File: config.mk
export PLATFORM = sky130hd
export DESIGN_NAME = conf_chain_loader
export DESIGN_NICKNAME = d
export VERILOG_FILES = /design/src/rtl/conf_chain_loader.sv
export SDC_FILE = /design/constraint.sdc
export NUM_CORES = 1
export LEC_CHECK = 0
export ABC_AREA = 1
export BUFFER_PORTS_ARGS = -buffer_cell sky130_fd_sc_hd__buf_2
export CAP_MARGIN = 20
export CORE_UTILIZATION = 33
export CTS_BUF_LIST = sky130_fd_sc_hd__clkbuf_8
export CTS_CLUSTER_SIZE = 14
export DETAILED_ROUTE_END_ITERATION = 8
export MAX_ROUTING_LAYER = met4
export PLACE_DENSITY = 0.63
export SYNTH_ARGS = -nofsm -noshare
export SYNTH_HDL_FRONTEND = slang
export SYNTH_SLANG_ARGS = --single-unit
File: constraint.sdc
create_clock -name CLK -period 2.4 [get_ports CLK]
set_input_delay 0.24 -clock CLK [delete_from_list [all_inputs] [get_ports CLK]]
set_output_delay 0.24 -clock CLK [all_outputs]
set_load 0.05 [all_outputs]
File: src/rtl/conf_chain_loader.sv
// Serialises host words LSB-first onto a tile column configuration chain.
// Optional CONF_CHAIN_READBACK_EN adds a CRC-16-CCITT of the displaced CONFret stream.
module conf_chain_loader #(
  parameter int CHAIN_LEN = 160,
  parameter int WORD_W    = 32,
  parameter int CNT_W     = $clog2(CHAIN_LEN+1)
) (
  input  logic              CLK,
  input  logic              resetn,
  input  logic              start,
  input  logic              abort,
  input  logic [WORD_W-1:0] s_data,
  input  logic              s_valid,
  output logic              s_ready,
  output logic              MODE,
  output logic              CONFout,
  input  logic              CONFret,
  output logic              busy,
  output logic              done,
  output logic              aborted,
  output logic [CNT_W-1:0]  bit_count
`ifdef CONF_CHAIN_READBACK_EN
  ,
  output logic [15:0]       readback_crc
`endif
);

  localparam int NWORDS = (CHAIN_LEN + WORD_W - 1) / WORD_W;
  localparam int LAST_BITS =
    (CHAIN_LEN % WORD_W == 0) ? WORD_W : CHAIN_LEN % WORD_W;
  localparam int WL_W = $clog2(NWORDS + 1);
  localparam int SC_W = $clog2(WORD_W + 1);

  typedef enum logic [1:0] {
    IDLE = 2'd0,
    LOAD = 2'd1,
    DONE = 2'd2
  } state_t;

  state_t            state;
  state_t            state_nxt;
  logic              go;
  logic              stop;
  logic              shift;
  logic              hs;
  logic [WORD_W-1:0] shreg;
  logic [SC_W-1:0]   sh_cnt;
  logic [WL_W-1:0]   words_left;

  always_ff @(posedge CLK or negedge resetn) begin
    if (!resetn) state <= IDLE;
    else         state <= state_nxt;
  end

  always_comb begin
    state_nxt = state;
    go        = 1'b0;
    stop      = 1'b0;
    unique case (state)
      IDLE: begin
        if (start && !abort) begin
          state_nxt = LOAD;
          go        = 1'b1;
        end
      end
      LOAD: begin
        if (abort) begin
          state_nxt = IDLE;
          stop      = 1'b1;
        end else if (bit_count == CNT_W'(CHAIN_LEN)) begin
          state_nxt = DONE;
        end
      end
      DONE:    state_nxt = IDLE;
      default: state_nxt = IDLE;
    endcase
  end

  // Ready on the last bit so consecutive words stream without a bubble.
  assign s_ready = (state == LOAD) && (words_left != '0)
                && (sh_cnt <= SC_W'(1)) && !abort;
  assign hs      = s_valid && s_ready;
  assign shift   = (state == LOAD) && !abort && (sh_cnt != '0);
  assign busy    = (state == LOAD);
  assign done    = (state == DONE);

  always_ff @(posedge CLK or negedge resetn) begin
    if (!resetn) begin
      shreg      <= '0;
      sh_cnt     <= '0;
      words_left <= '0;
      bit_count  <= '0;
      MODE       <= 1'b0;
      CONFout    <= 1'b0;
      aborted    <= 1'b0;
    end else begin
      aborted <= stop;
      MODE    <= shift;
      if (shift) begin
        CONFout   <= shreg[0];
        bit_count <= bit_count + CNT_W'(1);
      end
      if (go) begin
        bit_count  <= '0;
        words_left <= WL_W'(NWORDS);
        shreg      <= '0;
        sh_cnt     <= '0;
      end else if (stop) begin
        shreg  <= '0;
        sh_cnt <= '0;
      end else if (hs) begin
        // Final word is trimmed so the chain sees exactly CHAIN_LEN bits.
        shreg      <= s_data;
        sh_cnt     <= (words_left == WL_W'(1)) ? SC_W'(LAST_BITS)
                                               : SC_W'(WORD_W);
        words_left <= words_left - WL_W'(1);
      end else if (shift) begin
        shreg  <= shreg >> 1;
        sh_cnt <= sh_cnt - SC_W'(1);
      end
    end
  end

`ifdef CONF_CHAIN_READBACK_EN
  logic        crc_fb;
  logic [15:0] crc_nxt;

  always_comb begin
    crc_fb  = readback_crc[15] ^ CONFret;
    crc_nxt = {readback_crc[14:0], 1'b0} ^ (crc_fb ? 16'h1021 : 16'h0000);
  end

  always_ff @(posedge CLK or negedge resetn) begin
    if (!resetn)   readback_crc <= '0;
    else if (go)   readback_crc <= 16'hFFFF;
    else if (MODE) readback_crc <= crc_nxt;
  end
`else
  logic unused_confret;
  assign unused_confret = CONFret;
`endif

endmodule

[Yosys cells after proc, flatten, opt, wreduce, memory -nomap -nowiden]
Cells that the tools add are included.
Storage, ports and cells
  output and inout bits: 14
  input bits: 38
  register bits after elaboration: 54
  word-level logic and storage cells: 55
Operators by class
  $add $sub $neg: 3
  mux-type cells: 21
  $lt $le $gt $ge: 1
  reductions and logical operators: 16
  equality and inequality tests: 6
Operator list (count)
  two-way mux 32 bit: 4
  two-way mux 6 bit: 4
  two-way mux 8 bit: 2
  two-way mux 3 bit: 3
  adder 8 x 1 -> 8 bit (second input constant): 1
  == test 8 bit (second input constant): 1
  logical AND 1 bit: 7
  less-or-equal comparator 6 x 1 -> 1 bit (second input constant): 1
  two-way mux 2 bit: 3
  nonzero test 6 bit: 1
  subtractor 6 x 1 -> 6 bit (second input constant): 1
  two-way mux 1 bit: 4
  inequality test 2 bit (second input constant): 2
  case mux 2 bit (2 select lines): 1
  AND reduction 2 bit: 2
  nonzero test 2 bit: 2
  nonzero test 4 bit: 1
  inequality test 3 x 2 -> 1 bit (second input constant): 1
  nonzero test 3 bit: 1
  subtractor 3 x 1 -> 3 bit (second input constant): 1
  == test 2 x 1 -> 1 bit (second input constant): 1
  == test 2 bit (second input constant): 1
  logical NOT 2 bit: 1
  logical NOT 1 bit: 1

[Depth between registers and ports, before layout]
Gate-level depths: netlist (run 1).
  depth after elaboration: 8
  mapped depth: 11
  mapped depth without buffers: 10

[Worst setup path after synthesis (run 1)]
OpenSTA, ideal clock, no wires.
  kind: flip-flop to output port
  start: reg state[1]
  end: out s_ready
  buffers on the path: 0
  path slack: 0.085 ns
  data required time: 2.160 ns
  stages on the path, launching flop included: 6
  data arrival time: 2.075 ns
  cells stage by stage: dfrtp_1 > inv_2 > nand2_2 > inv_1 > nand2_1 > nor3_1
Between the ends
  longest elaborated chain between the ends: 4
Ends and longest elaborated chain
  start: declaration: line 40  | state_t state;
  start signal: assignment: line 52  | else state <= state_nxt;
  == test 2 x 1 -> 1 bit
  via busy: line 18  | output logic busy,
  logical AND 1 bit: line 80  | assign s_ready = (state == LOAD) && (words_left != '0)
  logical AND 1 bit (2 in series): line 81  | && (sh_cnt <= SC_W'(1)) && !abort;
  end: declaration: line 14  | output logic s_ready,
The timed path passes the listed nets, and every way through them passes these cells.

[Final worst setup path (run 1)]
  start: reg words_left[0]
  end: out s_ready
Between the ends
  longest elaborated chain between the ends: 4
Ends and longest elaborated chain
  start: declaration: line 48  | logic [WL_W-1:0] words_left;
  start signal: assignment: line 105  | words_left <= WL_W'(NWORDS);
  start signal: assignment: line 116  | words_left <= words_left - WL_W'(1);
  nonzero test 3 bit: line 80
  logical AND 1 bit: line 80
  logical AND 1 bit (2 in series): line 81
Every way passes these cells.

==> impl_metrics.tcl, run 1 <==
set metrics [dict create \
    maxSlewHeadroom_pct 74.14 \
    cts_resized 0 \
    root_buffer "clkbuf_8" \
    drc_errors 0 \
    htreeDepth 2 \
    routed_wl_mm 7.235 \
    clkTransAtPathRegs_ns 0.10 \
    async_flop_share_pct 100.0 \
    die_x_um 98.74 \
    power_uw 3016 \
    ys_ff_latch 54 \
    final_cell_mix "166 x nand2_1, 54 x dfrtp_1, 50 x buf_2" \
    grt_max_degree 55 \
    dr.pass1.iters 4 \
    syn_nets 454 \
    path_common_cell "ha_1" \
    nFillCells 912 \
    grt_overflow_total 0 \
    met3_usage_pct 2.199 \
    cp.buffers_inverters 2 \
    hold_class "input port to register" \
    die_h_um 98.74 \
    grt_pass1_wl_mm 12.60 \
    seq_area_frac_synth_pct 43.76 \
    worstPathArrival_ns 1.88 \
    place_ws_ns 0.3563 \
    cts_tree "yes" \
    cp-startpoint "words_left[0]" \
    fin_setup_tns_ns 0 \
    area_growth_pct 14.30 \
    post-route-period-util_pct 88.15 \
    status "finished clean" \
    synth_area_per_cell_um2 7.550 \
    critPathSlowestCell "dfrtp_1" \
    cpLargestDelayFamily "adder cells" \
    yosysUniqueCellTypes 30 \
    fp.dieArea_um2 9749 \
    crit_type "register to output port" \
    crit_fanout 3 \
    cts_sinks 54 \
    io_buffers 50 \
    clk_latency_ns 0.32 \
    grt_use_met1_pct 22.43 \
    slew_viol_final 0 \
    antenna_found_initial 0 \
    fmax_mhz 472.7 \
    skew_ns 0.01176 \
    ant_nets 0 \
    ir_worst_vdd_mv 0.4499 \
    synth-edff-count 0 \
    critPathLaunchType "register" \
    viasPerCell 5.098 \
    track_usage_pct 16.67 \
    initial_core_util_pct 34.73 \
    rows 34 \
    end_kind "output port" \
    max_cap_viol_count 0 \
    busiest_layer "met2" \
    hold_viol_final 0 \
    p_per_area_nw_per_um2 854.4 \
    worstMarginPinSlew_ns 0.3870 \
    syn_area_um2 3088 \
    period_minus_slack_ns 2.116 \
    synth_cells 409 \
    layout_commonest_cell "nand2_1" \
    coreArea_um2 8891 \
    yosys_warnings 0 \
    hold_path.startpoint "s_data[31]" \
    cp_cell_sequence "inv_1 > ha_1 > ha_1 > o21bai_2 > nor3_1 > buf_2" \
    finalNetCount 496 \
    synth-main-ff-cell "dfrtp_1" \
    drive_gt1_share_pct 18.81 \
    worstSetupPathDepth 6 \
    setup_viol 0 \
    drtIter0Drc 188 \
    whs_path_depth 3 \
    rsz0062_at_grt "no" \
    grt_util_met2_pct 25.62 \
    r2r_cells 11 \
    crit_required_ns 2.16 \
    clock_path_buffers 2 \
    wl_per_cell_um 12.92 \
    place_hpwl_mm 4.921 \
    timing.rr.start "words_left[0]" \
    cp_slowest_stage_delay_ns 0.33 \
    cts_buffers 5 \
    p_leak_uw 0.001993 \
    via_count 2855 \
    fin_ws_ns 0.2843 \
    grt_pass1_vias 2680 \
    place_congestion 0.8113 \
    ios 52 \
    diodes 0 \
]
[synth_stat cells, types with 2 or more instances]
master    instances  area share (%)
o21ai_0           6            0.97
clkbuf_1          4            0.49
buf_2            13             2.1
buf_6             6             2.2
nor3_1            5            0.81
a21oi_1           4            0.65
nand3b_1          2            0.49
inv_1            19             2.3
nand3_1          48             7.8
nor2_4            3             1.1
inv_2             5            0.61
dfrtp_1          54              44
ha_1              7             2.8
nand2_1         166              20
nand4_1          40             8.1
nand2_2           3            0.61
nor2_1           10             1.2
nor2_2            2            0.41
[cells by family after synthesis]
logic type | Yosys count | share of synthesized area (%)
simple gates | 283 | 42.14
buf+inv | 49 | 8.144
xor+xnor | 1 | 0.2837
fa+ha+maj | 7 | 2.836
compound gates | 15 | 2.836
flops | 54 | 43.76
[metrics by stage]
step | util, % | cell area, um^2 | hold WS, ns | std cells
3_5_place_dp | 38.28 | 3403 | 0.2622 | 551
3_3_place_gp | 38.28 | 3403 | 0.2592 | 551
2_1_floorplan | - | 3088 | -0.05559 | 409
4_1_cts | 39.70 | 3530 | 0.1330 | 560
5_1_grt | 39.70 | 3530 | 0.2015 | 560
6_report | 39.70 | 3530 | 0.1484 | 560
[repair_timing]
action	CTS	global route
setup buffers	0	0
hold buffers	1	0
endpoints found under the hold margin	54	0
[registers in the layout, indices dropped and copies added, names as in the netlist]
name	cells
MODE	1
sh_cnt	6
CONFout	1
bit_count	8
state	2
aborted	1
shreg	32
words_left	3
[per-layer routing]
layer | vias to the layer above | share of wire [%]
met3 | 8 | 3.7
met4 | 0 | 1.5
met1 | 1356 | 47
met2 | 62 | 48
li1 | 1429 | -
met5 | - | 0
[path summary, 6_finish.rpt]
| check | to | slack (ns) |
|---|---|---|
| setup reg to reg | shreg[2] | 0.37 |
| hold reg to reg | CONFout | 0.51 |
| min in group asynchronous | bit_count[7] | 0.44 |
| max in group asynchronous | shreg[28] | 1.69 |
| setup / recovery | s_ready | 0.28 |
| hold / removal | shreg[31] | 0.15 |
[layout make-up]
class,count,area (um^2),share of cell area (%)
Clock inverter,3,47.55,1.347
Tap cell,108,135.1,3.828
Multi-Input combinational cell,306,1485,42.08
Sequential cell,54,1351,38.28
Timing Repair Buffer,59,345.3,9.784
Inverter,25,96.34,2.730
Clock buffer,5,68.82,1.950
[power by group]
group | switching [uW] | internal, uW | total, uW
registers | 92.4 | 1030 | 1120
logic | 873 | 378 | 1250
clock network | 325 | 317 | 642
total | 1290 | 1730 | 3020
[worst reg2reg max path: stages (launching register included)]
cell and delay [ns]:
dfrtp_1 0.33, inv_1 0.06, ha_1 0.19, ha_1 0.20, o21bai_2 0.23, nor2_4 0.12, nand3_4 0.28, buf_12 0.28
nand2_1 0.07, nand2_1 0.05, nand2_1 0.06, nand2_1 0.05
Power figures use the tool's default switching activity.
==> run 2: changes to the inputs <==
--- a/config.mk
+++ b/config.mk
@@ -14,6 +14,7 @@
 export DETAILED_ROUTE_END_ITERATION = 8
 export MAX_ROUTING_LAYER = met4
 export PLACE_DENSITY = 0.63
+export REMOVE_ABC_BUFFERS = 1
 export SYNTH_ARGS = -nofsm -noshare
 export SYNTH_HDL_FRONTEND = slang
 export SYNTH_SLANG_ARGS = --single-unit
==> run 2 against run 1 <==
Net effect: combinational power about the same; critical path type unchanged; non-clock buffer count decreased by 3; setup slack worse by 0.039 ns; final cell count is 0.71% lower; sequential share of layout area is 0.96 points higher; largest cell class unchanged; highest routed layer unchanged; count of clock-buffer cells in the layout did not move.
==> impl_metrics.tcl, run 2 (synthesized netlist as in run 1, its figures left out) <==
set metrics [dict create \
    p_leak_uw 0.001952 \
    cts_tree "yes" \
    ant_nets 0 \
    cts_buffers 5 \
    finalNetCount 493 \
    rows 34 \
    fmax_mhz 464.2 \
    antenna_found_initial 0 \
    drc_errors 0 \
    htreeDepth 2 \
    fin_setup_tns_ns 0 \
    slew_viol_final 0 \
    skew_ns 0.008090 \
    root_buffer "clkbuf_8" \
    place_ws_ns 0.2935 \
    dr.pass1.iters 5 \
    grt_pass1_wl_mm 12.57 \
    clock_path_buffers 2 \
    maxSlewHeadroom_pct 54.41 \
    wl_per_cell_um 13.06 \
    max_cap_viol_count 0 \
    ir_worst_vdd_mv 0.5079 \
    ios 52 \
    initial_core_util_pct 34.73 \
    diodes 0 \
    worstPathArrival_ns 1.91 \
    regMostFlops "shreg" \
    area_growth_pct 11.51 \
    crit_fanout 3 \
    cts_sinks 54 \
    final_cell_mix "166 x nand2_1, 54 x dfrtp_1, 50 x buf_2" \
    critPathLaunchType "register" \
    routed_wl_mm 7.261 \
    period_minus_slack_ns 2.154 \
    seq_area_um2 1351 \
    fin_ws_ns 0.2456 \
    clk_latency_ns 0.30 \
    fp.dieArea_um2 9749 \
    viasPerCell 5.018 \
    grt_max_degree 55 \
    place_congestion 0.8020 \
    die_h_um 98.74 \
    crit_required_ns 2.16 \
    grt_pass1_vias 2633 \
    post-route-period-util_pct 89.77 \
    via_count 2790 \
    place_hpwl_mm 4.594 \
    die_x_um 98.74 \
    hold_viol_final 0 \
    crit_type "register to output port" \
    ctsHoldBuffers 0 \
    clkTransAtPathRegs_ns 0.09 \
    p_per_area_nw_per_um2 828.4 \
    status "finished clean" \
    grt_overflow_total 0 \
    critPathSlowestCell "dfrtp_1" \
    io_buffers 50 \
    drive_gt1_share_pct 18.08 \
    cpLargestDelayFamily "adder cells" \
    hold_class "input port to async pin" \
    track_usage_pct 16.24 \
    setup_viol 0 \
    multi_input_area_um2 1485 \
    reg_top3 "shreg (32), bit_count (8), sh_cnt (6)" \
    cts_resized 0 \
    nFillCells 924 \
    rsz0062_at_grt "no" \
    worstMarginPinSlew_ns 0.6838 \
    cp.buffers_inverters 2 \
    cp_cell_sequence "inv_1 > ha_1 > ha_1 > o21bai_2 > nor3_1 > buf_2" \
    path_common_cell "ha_1" \
    largest_reg_flops 32 \
    cts_setup_buffers 0 \
    cp_slowest_stage_delay_ns 0.33 \
    layout_commonest_cell "nand2_1" \
    end_kind "output port" \
    coreArea_um2 8891 \
    drtIter0Drc 169 \
]
-- run 2: worst reg2reg max path: stages, from the launching register on --
cell and delay (ns):
dfrtp_1 0.33, inv_1 0.06, ha_1 0.20, ha_1 0.21, o21bai_2 0.23, nor2_4 0.12
nand3_4 0.42, nand2_1 0.32, o22ai_1 0.10
-- run 2: through the flow --
| stage | hold WS [ns] | total power, uW | utilization (%) | std cells | instance area [um^2] |
|---|---|---|---|---|---|
| 4_1_cts | 0.07690 | 2897 | 38.73 | 556 | 3443 |
| 6_report | 0.04156 | 2852 | 38.73 | 556 | 3443 |
| 3_3_place_gp | 0.4153 | 2365 | 37.83 | 549 | 3363 |
| 2_1_floorplan | -0.05559 | 2011 | - | 385 | 2933 |
| 3_5_place_dp | 0.4145 | 2405 | 37.83 | 549 | 3363 |
| 5_1_grt | 0.1108 | 3093 | 38.73 | 556 | 3443 |
-- run 2: report_power, final --
| part | switching (uW) | leakage, uW | internal [uW] | total (uW) |
|---|---|---|---|---|
| clock network | 294 | 0.0000414 | 197 | 491 |
| registers | 83.6 | 0.000739 | 1030 | 1110 |
| logic | 881 | 0.00117 | 367 | 1250 |
| total | 1260 | 0.00195 | 1590 | 2850 |
-- run 2: layout make-up --
| cell class | instances | area share (%) |
|---|---|---|
| Sequential cell | 54 | 39.24 |
| Multi-Input combinational cell | 306 | 43.13 |
| Timing Repair Buffer | 56 | 8.576 |
| Inverter | 25 | 2.798 |
| Clock buffer | 5 | 1.999 |
| Tap cell | 108 | 3.924 |
| Clock inverter | 2 | 0.3270 |
-- run 2: worst paths after layout --
| path | from | slack (ns) | cells after the start | end |
|---|---|---|---|---|
| hold reg to reg | shreg[0] | 0.48 | 2 | CONFout |
| hold / removal | resetn | 0.04 | 2 | bit_count[2] |
| min in group CLK | s_data[31] | 0.15 | 3 | shreg[31] |
| setup reg to reg | words_left[0] | 0.29 | 8 | words_left[1] |
| max in group asynchronous | resetn | 1.88 | 2 | shreg[5] |
| setup / recovery | words_left[0] | 0.25 | 6 | s_ready |
-- run 2: metal layers --
layer	vias up	track usage, %	wire (um)
li1	1418	-	-
met4	0	4.363	78
met5	-	-	0
met2	46	26.81	3520
met3	5	2.199	191
met1	1321	21.04	3470
